File: src/rtl/i2c_xfer_sched.sv
// Round-robin transaction scheduler that turns register-style read/write requests into
// START/WR/RD/STOP byte commands. Define I2C_XFER_SCHED_TIMEOUT_EN to add a per-command watchdog.
module i2c_xfer_sched #(
    parameter int REQ_NUM     = 2,
    parameter int PTR_W       = $clog2(REQ_NUM),
    parameter int TIMEOUT_CYC = 65535
) (
    input  logic                 clk_i,
    input  logic                 rst_i,
    input  logic                 en_i,
    input  logic [REQ_NUM-1:0]   req_i,
    input  logic [REQ_NUM-1:0]   rd_i,
    input  logic [REQ_NUM*7-1:0] dev_i,
    input  logic [REQ_NUM*8-1:0] reg_i,
    input  logic [REQ_NUM*8-1:0] wdat_i,
    output logic [REQ_NUM-1:0]   gnt_o,
    output logic [REQ_NUM-1:0]   done_o,
    output logic [1:0]           err_o,
    output logic [7:0]           rdata_o,
    output logic                 busy_o,
    output logic                 bc_sta_o,
    output logic                 bc_sto_o,
    output logic                 bc_rd_o,
    output logic                 bc_wr_o,
    output logic                 bc_ack_o,
    output logic [7:0]           bc_txr_o,
    input  logic                 bc_done_i,
    input  logic                 bc_rxack_i,
    input  logic                 bc_al_i,
    input  logic [7:0]           bc_rxr_i
);

    typedef enum logic [2:0] {
        S_IDLE, S_DEVW, S_REGA, S_WDAT, S_RSTA, S_RDAT, S_STOP, S_RESP
    } state_t;

    typedef struct packed {
        logic       sta;
        logic       sto;
        logic       rd;
        logic       wr;
        logic       ack;
        logic [7:0] txr;
    } cmd_t;

    localparam logic [1:0] ERR_OK   = 2'd0;
    localparam logic [1:0] ERR_NACK = 2'd1;
    localparam logic [1:0] ERR_AL   = 2'd2;
    localparam logic [1:0] ERR_TMO  = 2'd3;

    state_t             state;
    state_t             done_nxt;
    cmd_t               cmd_q;
    cmd_t               state_cmd;
    logic [PTR_W-1:0]   ptr;
    logic [PTR_W-1:0]   win;
    logic [PTR_W-1:0]   cand;
    logic               win_found;
    logic [REQ_NUM-1:0] win_oh;
    logic [6:0]         dev_q;
    logic [7:0]         reg_q;
    logic [7:0]         wdat_q;
    logic               rd_q;
    logic [1:0]         err_q;
    logic [1:0]         done_err;
    logic               cmd_act;
    logic               tmo_hit;

    // Every command carries at least one control bit, so a non-empty command means one is in flight.
    assign cmd_act  = cmd_q.sta | cmd_q.sto | cmd_q.rd | cmd_q.wr | cmd_q.ack;
    assign busy_o   = (state != S_IDLE);
    assign bc_sta_o = cmd_q.sta;
    assign bc_sto_o = cmd_q.sto;
    assign bc_rd_o  = cmd_q.rd;
    assign bc_wr_o  = cmd_q.wr;
    assign bc_ack_o = cmd_q.ack;
    assign bc_txr_o = cmd_q.txr;

    // Search starts one past the last winner and wraps, giving round-robin fairness.
    always_comb begin
        // NOTE: every variable gets a default before any branch, so no latch can be inferred.
        win       = ptr;
        cand      = ptr;
        win_found = 1'b0;
        win_oh    = '0;
        for (int i = 1; i <= REQ_NUM; i++) begin
            cand = PTR_W'((int'(ptr) + i) % REQ_NUM);
            if (!win_found && req_i[cand]) begin
                win       = cand;
                win_found = 1'b1;
            end
        end
        win_oh[win] = 1'b1;
    end

    always_comb begin
        state_cmd = '0;
        case (state)
            S_DEVW: begin
                state_cmd.sta = 1'b1;
                state_cmd.wr  = 1'b1;
                state_cmd.txr = {dev_q, 1'b0};
            end
            S_REGA: begin
                state_cmd.wr  = 1'b1;
                state_cmd.txr = reg_q;
            end
            S_WDAT: begin
                state_cmd.wr  = 1'b1;
                state_cmd.sto = 1'b1;
                state_cmd.txr = wdat_q;
            end
            S_RSTA: begin
                state_cmd.sta = 1'b1;
                state_cmd.wr  = 1'b1;
                state_cmd.txr = {dev_q, 1'b1};
            end
            S_RDAT: begin
                state_cmd.rd  = 1'b1;
                state_cmd.ack = 1'b1;
                state_cmd.sto = 1'b1;
            end
            S_STOP:  state_cmd.sto = 1'b1;
            default: state_cmd = '0;
        endcase
    end

    // Where a successful or NACKed byte command leads; STOP keeps the status it was entered with.
    always_comb begin
        done_nxt = S_RESP;
        done_err = err_q;
        case (state)
            S_DEVW: begin
                done_nxt = bc_rxack_i ? S_STOP : S_REGA;
                done_err = bc_rxack_i ? ERR_NACK : ERR_OK;
            end
            S_REGA: begin
                done_nxt = bc_rxack_i ? S_STOP : (rd_q ? S_RSTA : S_WDAT);
                done_err = bc_rxack_i ? ERR_NACK : ERR_OK;
            end
            S_WDAT: begin
                done_nxt = S_RESP;
                done_err = bc_rxack_i ? ERR_NACK : ERR_OK;
            end
            S_RSTA: begin
                done_nxt = bc_rxack_i ? S_STOP : S_RDAT;
                done_err = bc_rxack_i ? ERR_NACK : ERR_OK;
            end
            S_RDAT: begin
                done_nxt = S_RESP;
                done_err = ERR_OK;
            end
            default: begin
                done_nxt = S_RESP;
                done_err = err_q;
            end
        endcase
    end

`ifdef I2C_XFER_SCHED_TIMEOUT_EN
    localparam logic [15:0] TMO_LIM = 16'(TIMEOUT_CYC);

    logic [15:0] tmo_cnt;

    assign tmo_hit = cmd_act && (tmo_cnt == TMO_LIM);

    always_ff @(posedge clk_i) begin
        if (rst_i || !cmd_act) begin
            tmo_cnt <= '0;
        end else if (!bc_done_i && !tmo_hit) begin
            tmo_cnt <= tmo_cnt + 16'd1;
        end
    end
`else
    // No watchdog is built; the comparison folds to a constant 0 for any legal limit.
    assign tmo_hit = (TIMEOUT_CYC < 0);
`endif

    always_ff @(posedge clk_i) begin
        if (rst_i) begin
            // NOTE: the latched request fields are reset too, so nothing downstream ever sees X.
            state   <= S_IDLE;
            ptr     <= PTR_W'(REQ_NUM - 1);
            gnt_o   <= '0;
            done_o  <= '0;
            err_o   <= ERR_OK;
            rdata_o <= '0;
            cmd_q   <= '0;
            err_q   <= ERR_OK;
            rd_q    <= 1'b0;
            dev_q   <= '0;
            reg_q   <= '0;
            wdat_q  <= '0;
        end else begin
            done_o <= '0;
            case (state)
                S_IDLE: begin
                    if (en_i && win_found) begin
                        gnt_o  <= win_oh;
                        ptr    <= win;
                        rd_q   <= rd_i[win];
                        dev_q  <= dev_i[7*int'(win) +: 7];
                        reg_q  <= reg_i[8*int'(win) +: 8];
                        wdat_q <= wdat_i[8*int'(win) +: 8];
                        err_q  <= ERR_OK;
                        state  <= S_DEVW;
                    end
                end
                S_RESP: begin
                    gnt_o <= '0;
                    state <= S_IDLE;
                end
                default: begin
                    if (bc_al_i) begin
                        // Bus is lost: no STOP, report straight away.
                        cmd_q  <= '0;
                        state  <= S_RESP;
                        done_o <= gnt_o;
                        err_o  <= ERR_AL;
                    end else if (!cmd_act) begin
                        cmd_q <= state_cmd;
                    end else if (bc_done_i) begin
                        cmd_q <= '0;
                        state <= done_nxt;
                        err_q <= done_err;
                        if (done_nxt == S_RESP) begin
                            done_o <= gnt_o;
                            err_o  <= done_err;
                        end
                        if (state == S_RDAT) begin
                            rdata_o <= bc_rxr_i;
                        end
                    end else if (tmo_hit) begin
                        cmd_q <= '0;
                        err_q <= ERR_TMO;
                        if (state == S_STOP) begin
                            state  <= S_RESP;
                            done_o <= gnt_o;
                            err_o  <= ERR_TMO;
                        end else begin
                            state <= S_STOP;
                        end
                    end
                end
            endcase
        end
    end

endmodule

File: config.mk
export PLATFORM = sky130hd
export DESIGN_NAME = i2c_xfer_sched
export DESIGN_NICKNAME = d
export VERILOG_FILES = /design/src/rtl/i2c_xfer_sched.sv
export SDC_FILE = /design/constraint.sdc
export NUM_CORES = 1
export LEC_CHECK = 0
export CAP_MARGIN = 20
export CORE_MARGIN = 4
export CORE_UTILIZATION = 45
export DETAILED_ROUTE_END_ITERATION = 10
export PLACE_DENSITY = 0.79
export SLEW_MARGIN = 10
export SYNTH_ARGS = -nofsm -noshare
export SYNTH_HDL_FRONTEND = slang
export SYNTH_SLANG_ARGS = --single-unit
File: constraint.sdc
create_clock -name clk_i -period 2.8 [get_ports clk_i]
set_clock_uncertainty 0.15 [all_clocks]
set_input_delay 0.28 -clock clk_i [delete_from_list [all_inputs] [get_ports clk_i]]
set_output_delay 0.28 -clock clk_i [all_outputs]
set_load 0.02 [all_outputs]
==> flow_summary.yaml, run 1 <==
critical_path:
  timing.critical_path.from: "state[0]"
  r2r-start: "state[1]"
  path_delay_family: "buffers and inverters"
  timing.critical_path.slowest_cell_delay_ns: 0.71
  setup.worst_path.start_class: "register"
  worstPathArrival_ns: 1.97
  path_max_fanout: 16
  timing.critical_path.required_ns: 2.37
  number_of_gates_on_the_worst_path_with_buffers_counted: 3
  path_class: "reg -> out"
  cpMaxStageDelayCell: "sky130_fd_sc_hd__dfxtp_1"
  reg2reg_depth: 5
  type_of_element_capturing_the_critical_path: "output pin"
  critical_path.cell_chain: "nor3_4, inv_1, clkdlybuf4s50_1"
  critPathBufInv: 2
hold_path:
  hold_path_class: "in -> reg"
  start_point_of_the_worst_min_delay_path: "rst_i"
  hold_path_depth: 3
place:
  place_congestion: 0.809
  detailed_place_hpwl_um: 4960
  area_of_placed_instances_um2: 3710
  numPortBuffers: 91
  detailedPlace.worstSlack_ns: 0.523
floorplanning:
  die_footprint_um2: 7470
  row_count: 28
  die_height_um: 86.4
  core_area_um2: 5960
  design.portCount: 92
  start_util_pct: 46.5
  die-width_um: 86.4
timing:
  max_freq_mhz: 416
  setup_ws_ns: 0.398
  grt_setup_unrepaired: "false"
  post-route-min-period_ns: 2.40
  worst_slew_pin_slew_ns: 1.03
  finalHoldWorstSlack_ns: 0.198
  drv_slew: 0
  final_min_period_over_clock_period_pct: 85.8
  setup_viol: 0
  setup_total_negative_slack_ns: 0
  max_slew_margin_pct: 31.1
  final_hold_viol_count: 0
global_route:
  grt_antenna_before_repair: 0
  via_count_of_the_first_global_routing_pass: 2363
  grt_first_pass_wirelength_um: 10900
  global_route.overflow_total: 0
  largest_net_degree_at_the_start_of_global_routing: 51
  groute.usage.overall_pct: 17.9
clocking:
  post_cts_resized: 0
  cts_num_sinks: 56
  clock_buffer_depth: 2
  root_buffer: "sky130_fd_sc_hd__clkbuf_8"
  cts_made_buffers: 5
  ctsHoldBuffers: 0
  post-cts-setup-buffer-count: 0
  clkTransAtPathRegs_ns: 0.10
  cts_htree_levels: 2
  worst_skew_pair.late_latency_ns: 0.30
  cts_tree: "done"
synthesis:
  edff_count_synth: 0
  yosysSeqAreaShare_pct: 40.5
  synth_largest_area_cell: "sky130_fd_sc_hd__dfxtp_1"
  ys_top_cells_by_count: "sky130_fd_sc_hd__dfxtp_1, sky130_fd_sc_hd__nor2_1, sky130_fd_sc_hd__mux2i_1"
  mappedNetlistNets: 371
  postSynthRegisterBits: 56
  synth.area.top_cells: "sky130_fd_sc_hd__dfxtp_1, sky130_fd_sc_hd__mux2i_1, sky130_fd_sc_hd__nor2_1, sky130_fd_sc_hd__a211oi_1, sky130_fd_sc_hd__a22oi_1"
  yosys_cell_types: 45
  yosysWarningCount: 0
  synth.avg_cell_area_um2: 9.02
  netlist_instances: 307
  synth_top_area_share_pct: 40.5
  netlist_area_pre_place_um2: 2770
  async_flop_share_pct: 0
  synth-main-ff-cell: "sky130_fd_sc_hd__dfxtp_1"
pwr:
  power_density_nw_per_um2: 632
  vdd.ir_drop.worst_mv: 0.406
  power_leakage_nw: 1.37
finish:
  fin_nets: 448
  ant_diodes: 0
  layout-area-overhead-vs-synth_pct: 36.8
  final_area_um2: 3790
  layout_cells_sized_above_1_pct: 6.25
  layout.core_utilization_pct: 63.6
outcome:
  outcome: "finished, final reports clean"
run:
  timing.max_cap.violations: 0
route:
  drt-wirelength-per-cell_um: 14.7
  drt-vias-per-instance: 5.42
  drt-initial-drc-count: 131
  route.final.wire_length_um: 6750
  antenna_left: 0
  dr_total_vias: 2490
  drt_pass_1_iters: 4
  drc: 0
-- final cells by class --
cell class,count,area (um2)
fillers,525,2170
multi-input cells,215,1490
flip-flops and latches,56,1120
repair buffers,97,963
well taps,75,93.8
clock buffers,5,68.8
inverters,9,33.8
clock inverters,2,12.5
-- sequential cells by signal, indices dropped and copies added (netlist names), 2 cells and up --
| register | count |
|---|---|
| bc_txr_o | 8 |
| rdata_o | 8 |
| reg_q | 8 |
| wdat_q | 8 |
| dev_q | 7 |
| state | 3 |
| done_o | 2 |
| err_o | 2 |
| err_q | 2 |
| gnt_o | 2 |
-- cell usage in the layout, fill, tap and decap left out, drive strengths merged, types with 2 or more instances in the layout --
cell type	instances
clkdlybuf4s50	90
dfxtp	56
nor2	56
mux2i	42
a211oi	24
a21oi	11
a22oi	10
inv	9
nand2b	9
nand2	8
o32ai	8
buf	7
o21ai	6
clkbuf	5
nor4	4
nand3	4
nand3b	3
nor3	3
a211o	2
or2	2
xnor2	2
and2	2
a21boi	2
nor4b	2
-- where the power goes --
group | internal, W | switching, W
logic | 0.000440 | 0.000514
clock network | 0.000170 | 0.000257
registers | 0.000905 | 0.000106
-- worst paths after layout --
kind              slack [ns]       end
hold reg to reg         0.33  gnt_o[1]
hold / removal          0.20  err_o[1]
setup reg to reg        0.63  err_o[0]
setup / recovery        0.40    busy_o
-- worst reg2reg max path: cells and delay by family (launching register included) --
kind | cells | cell delay [ns]
xor+xnor | 1 | 0.18
buf+inv | 1 | 0.32
flops | 1 | 0.62
compound gates | 1 | 0.15
simple gates | 1 | 0.47
mux | 1 | 0.23
-- through the flow --
| stage | total power, W | cells |
|---|---|---|
| finish | 0.00239 | 459 |
| global route | 0.00253 | 459 |
| CTS | 0.00239 | 459 |
| detailed placement | 0.00198 | 452 |
| global placement | 0.00196 | 452 |
| floorplan | 0.00170 | 307 |
-- per-layer routing --
metal,track usage (%),vias up,routed length [um]
met3,3.52,6,331
met4,4.39,0,57
met1,22.1,1162,2900
met5,0,-,0
met2,31.9,63,3460
li1,-,1259,-
-- cells by family after synthesis --
family	Yosys count	share of synthesized area, %
compound gates	74	19.8
xor+xnor	2	0.633
buf+inv	36	6.06
flops	56	40.5
mux	42	15.2
simple gates	97	17.8
Note: power is estimated with default switching activity, not from simulation.
==> inputs of run 2 (changes only) <==
CORE_MARGIN = 2   (was 4)
==> flow_summary.yaml, run 2 (synthesis gave the netlist of run 1 again) <==
finish:
  most_frequent_standard_cell_in_the_layout_excluding_fill_and_tap_cells: "sky130_fd_sc_hd__clkdlybuf4s50_1"
  layout.core_utilization_pct: 64.0
  fin_nets: 448
  layout-area-overhead-vs-synth_pct: 37.0
  ant_diodes: 0
  layout_cells_sized_above_1_pct: 5.97
  most-common-layout-cells: "sky130_fd_sc_hd__clkdlybuf4s50_1, sky130_fd_sc_hd__dfxtp_1, sky130_fd_sc_hd__nor2_1"
pwr:
  power_leakage_nw: 1.37
  power_density_nw_per_um2: 629
  vdd.ir_drop.worst_mv: 0.345
  power_w: 0.00238
critical_path:
  timing.critical_path.required_ns: 2.37
  worstPathArrival_ns: 2.01
  cpMaxStageDelayCell: "sky130_fd_sc_hd__dfxtp_1"
  timing.critical_path.slowest_cell_delay_ns: 0.72
  path_max_fanout: 17
  type_of_element_capturing_the_critical_path: "output pin"
  path_class: "reg -> out"
  critical_path.cell_chain: "nor3_4, inv_1, clkdlybuf4s50_1"
  setup.worst_path.start_class: "register"
global_route:
  groute.usage.overall_pct: 20.1
  via_count_of_the_first_global_routing_pass: 2356
  largest_net_degree_at_the_start_of_global_routing: 52
  grt_antenna_before_repair: 0
  global_route.overflow_total: 0
  grt_first_pass_wirelength_um: 10500
route:
  antenna_left: 0
  drt-initial-drc-count: 138
  route.final.wire_length_um: 6460
  drt_pass_1_iters: 4
  drt-wirelength-per-cell_um: 14.0
  dr_total_vias: 2506
  drt-vias-per-instance: 5.45
  drc: 0
floorplanning:
  start_util_pct: 46.7
  row_count: 28
  die_height_um: 82.4
  die_footprint_um2: 6790
  core_area_um2: 5920
  design.portCount: 92
  die-width_um: 82.4
timing:
  post-route-min-period_ns: 2.44
  final_min_period_over_clock_period_pct: 87.0
  setup_total_negative_slack_ns: 0
  max_freq_mhz: 410
  setup_viol: 0
  final_hold_viol_count: 0
  max_slew_margin_pct: 33.1
  drv_slew: 0
  worst_slew_pin_slew_ns: 1.00
  grt_setup_unrepaired: "false"
clocking:
  ctsHoldBuffers: 0
  cts_tree: "done"
  root_buffer: "sky130_fd_sc_hd__clkbuf_8"
  post_cts_resized: 0
  cts_num_sinks: 56
  clkTransAtPathRegs_ns: 0.09
  post-cts-setup-buffer-count: 0
  clock_buffer_depth: 2
  cts_htree_levels: 2
  cts_made_buffers: 5
  worst_skew_pair.late_latency_ns: 0.31
place:
  detailed_place_hpwl_um: 4820
  numPortBuffers: 91
  place_congestion: 0.847
run:
  timing.max_cap.violations: 0
hold_path:
  hold_path_class: "in -> reg"
outcome:
  outcome: "finished, final reports clean"
run 2: cell count changes in the layout (fill, tap and decap cells not counted):
cell,previous run,this run
sky130_fd_sc_hd__clkbuf_1,0,2
sky130_fd_sc_hd__clkinv_2,1,0
sky130_fd_sc_hd__clkinv_4,0,1
sky130_fd_sc_hd__clkinvlp_4,1,0
run 2: path summary, 6_finish.rpt:
| kind | slack [ns] | endpoint | cells after the start | startpoint |
|---|---|---|---|---|
| hold reg to reg | 0.33 | err_o[0] | 2 | err_o[0] |
| hold / removal | 0.17 | bc_sta_o | 2 | rst_i |
| setup / recovery | 0.36 | busy_o | 3 | state[0] |
| setup reg to reg | 0.68 | rdata_o[4] | 5 | state[2] |
run 2: stage by stage:
step                      hold WS, ns  cells  setup slack, ns  cell area [um2]
final                           0.172    460            0.364             3790
after global placement          0.314    452            0.529             3710
after detailed placement        0.323    452            0.482             3710
after floorplan                 0.277    307            0.823             2770
after global routing            0.186    460            0.258             3790
after CTS                       0.169    460            0.377             3790
run 2: layout make-up:
cell class | instances | area [um2]
inverters | 9 | 33.8
multi-input cells | 215 | 1490
well taps | 75 | 93.8
repair buffers | 97 | 963
clock buffers | 7 | 76.3
clock inverters | 1 | 8.76
flip-flops and latches | 56 | 1120
fillers | 510 | 2130
run 2: worst max-delay path: cells and delay by family (launching register included):
kind | cells | cell delay (ns)
buffers and inverters | 2 | 0.85
AND/OR/NAND/NOR | 1 | 0.12
flip-flops | 1 | 0.72
run 2: metal layers:
| metal | share of wire (%) | up-vias | routed length, um | global-route usage, % |
|---|---|---|---|---|
| li1 | - | 1261 | - | - |
| met1 | 42 | 1171 | 2700 | 23.7 |
| met2 | 52 | 68 | 3390 | 36.3 |
| met3 | 4.3 | 6 | 276 | 4.13 |
| met4 | 1.4 | 0 | 89 | 5.83 |
| met5 | 0 | - | 0 | 0 |
run 2: report_power, final:
part | internal, W | switching (W) | total, W | leakage, nW
Combinational | 0.000440 | 0.000497 | 0.000937 | 0.869
Sequential | 0.000905 | 0.000112 | 0.00102 | 0.457
Clock | 0.000179 | 0.000251 | 0.000431 | 0.0424
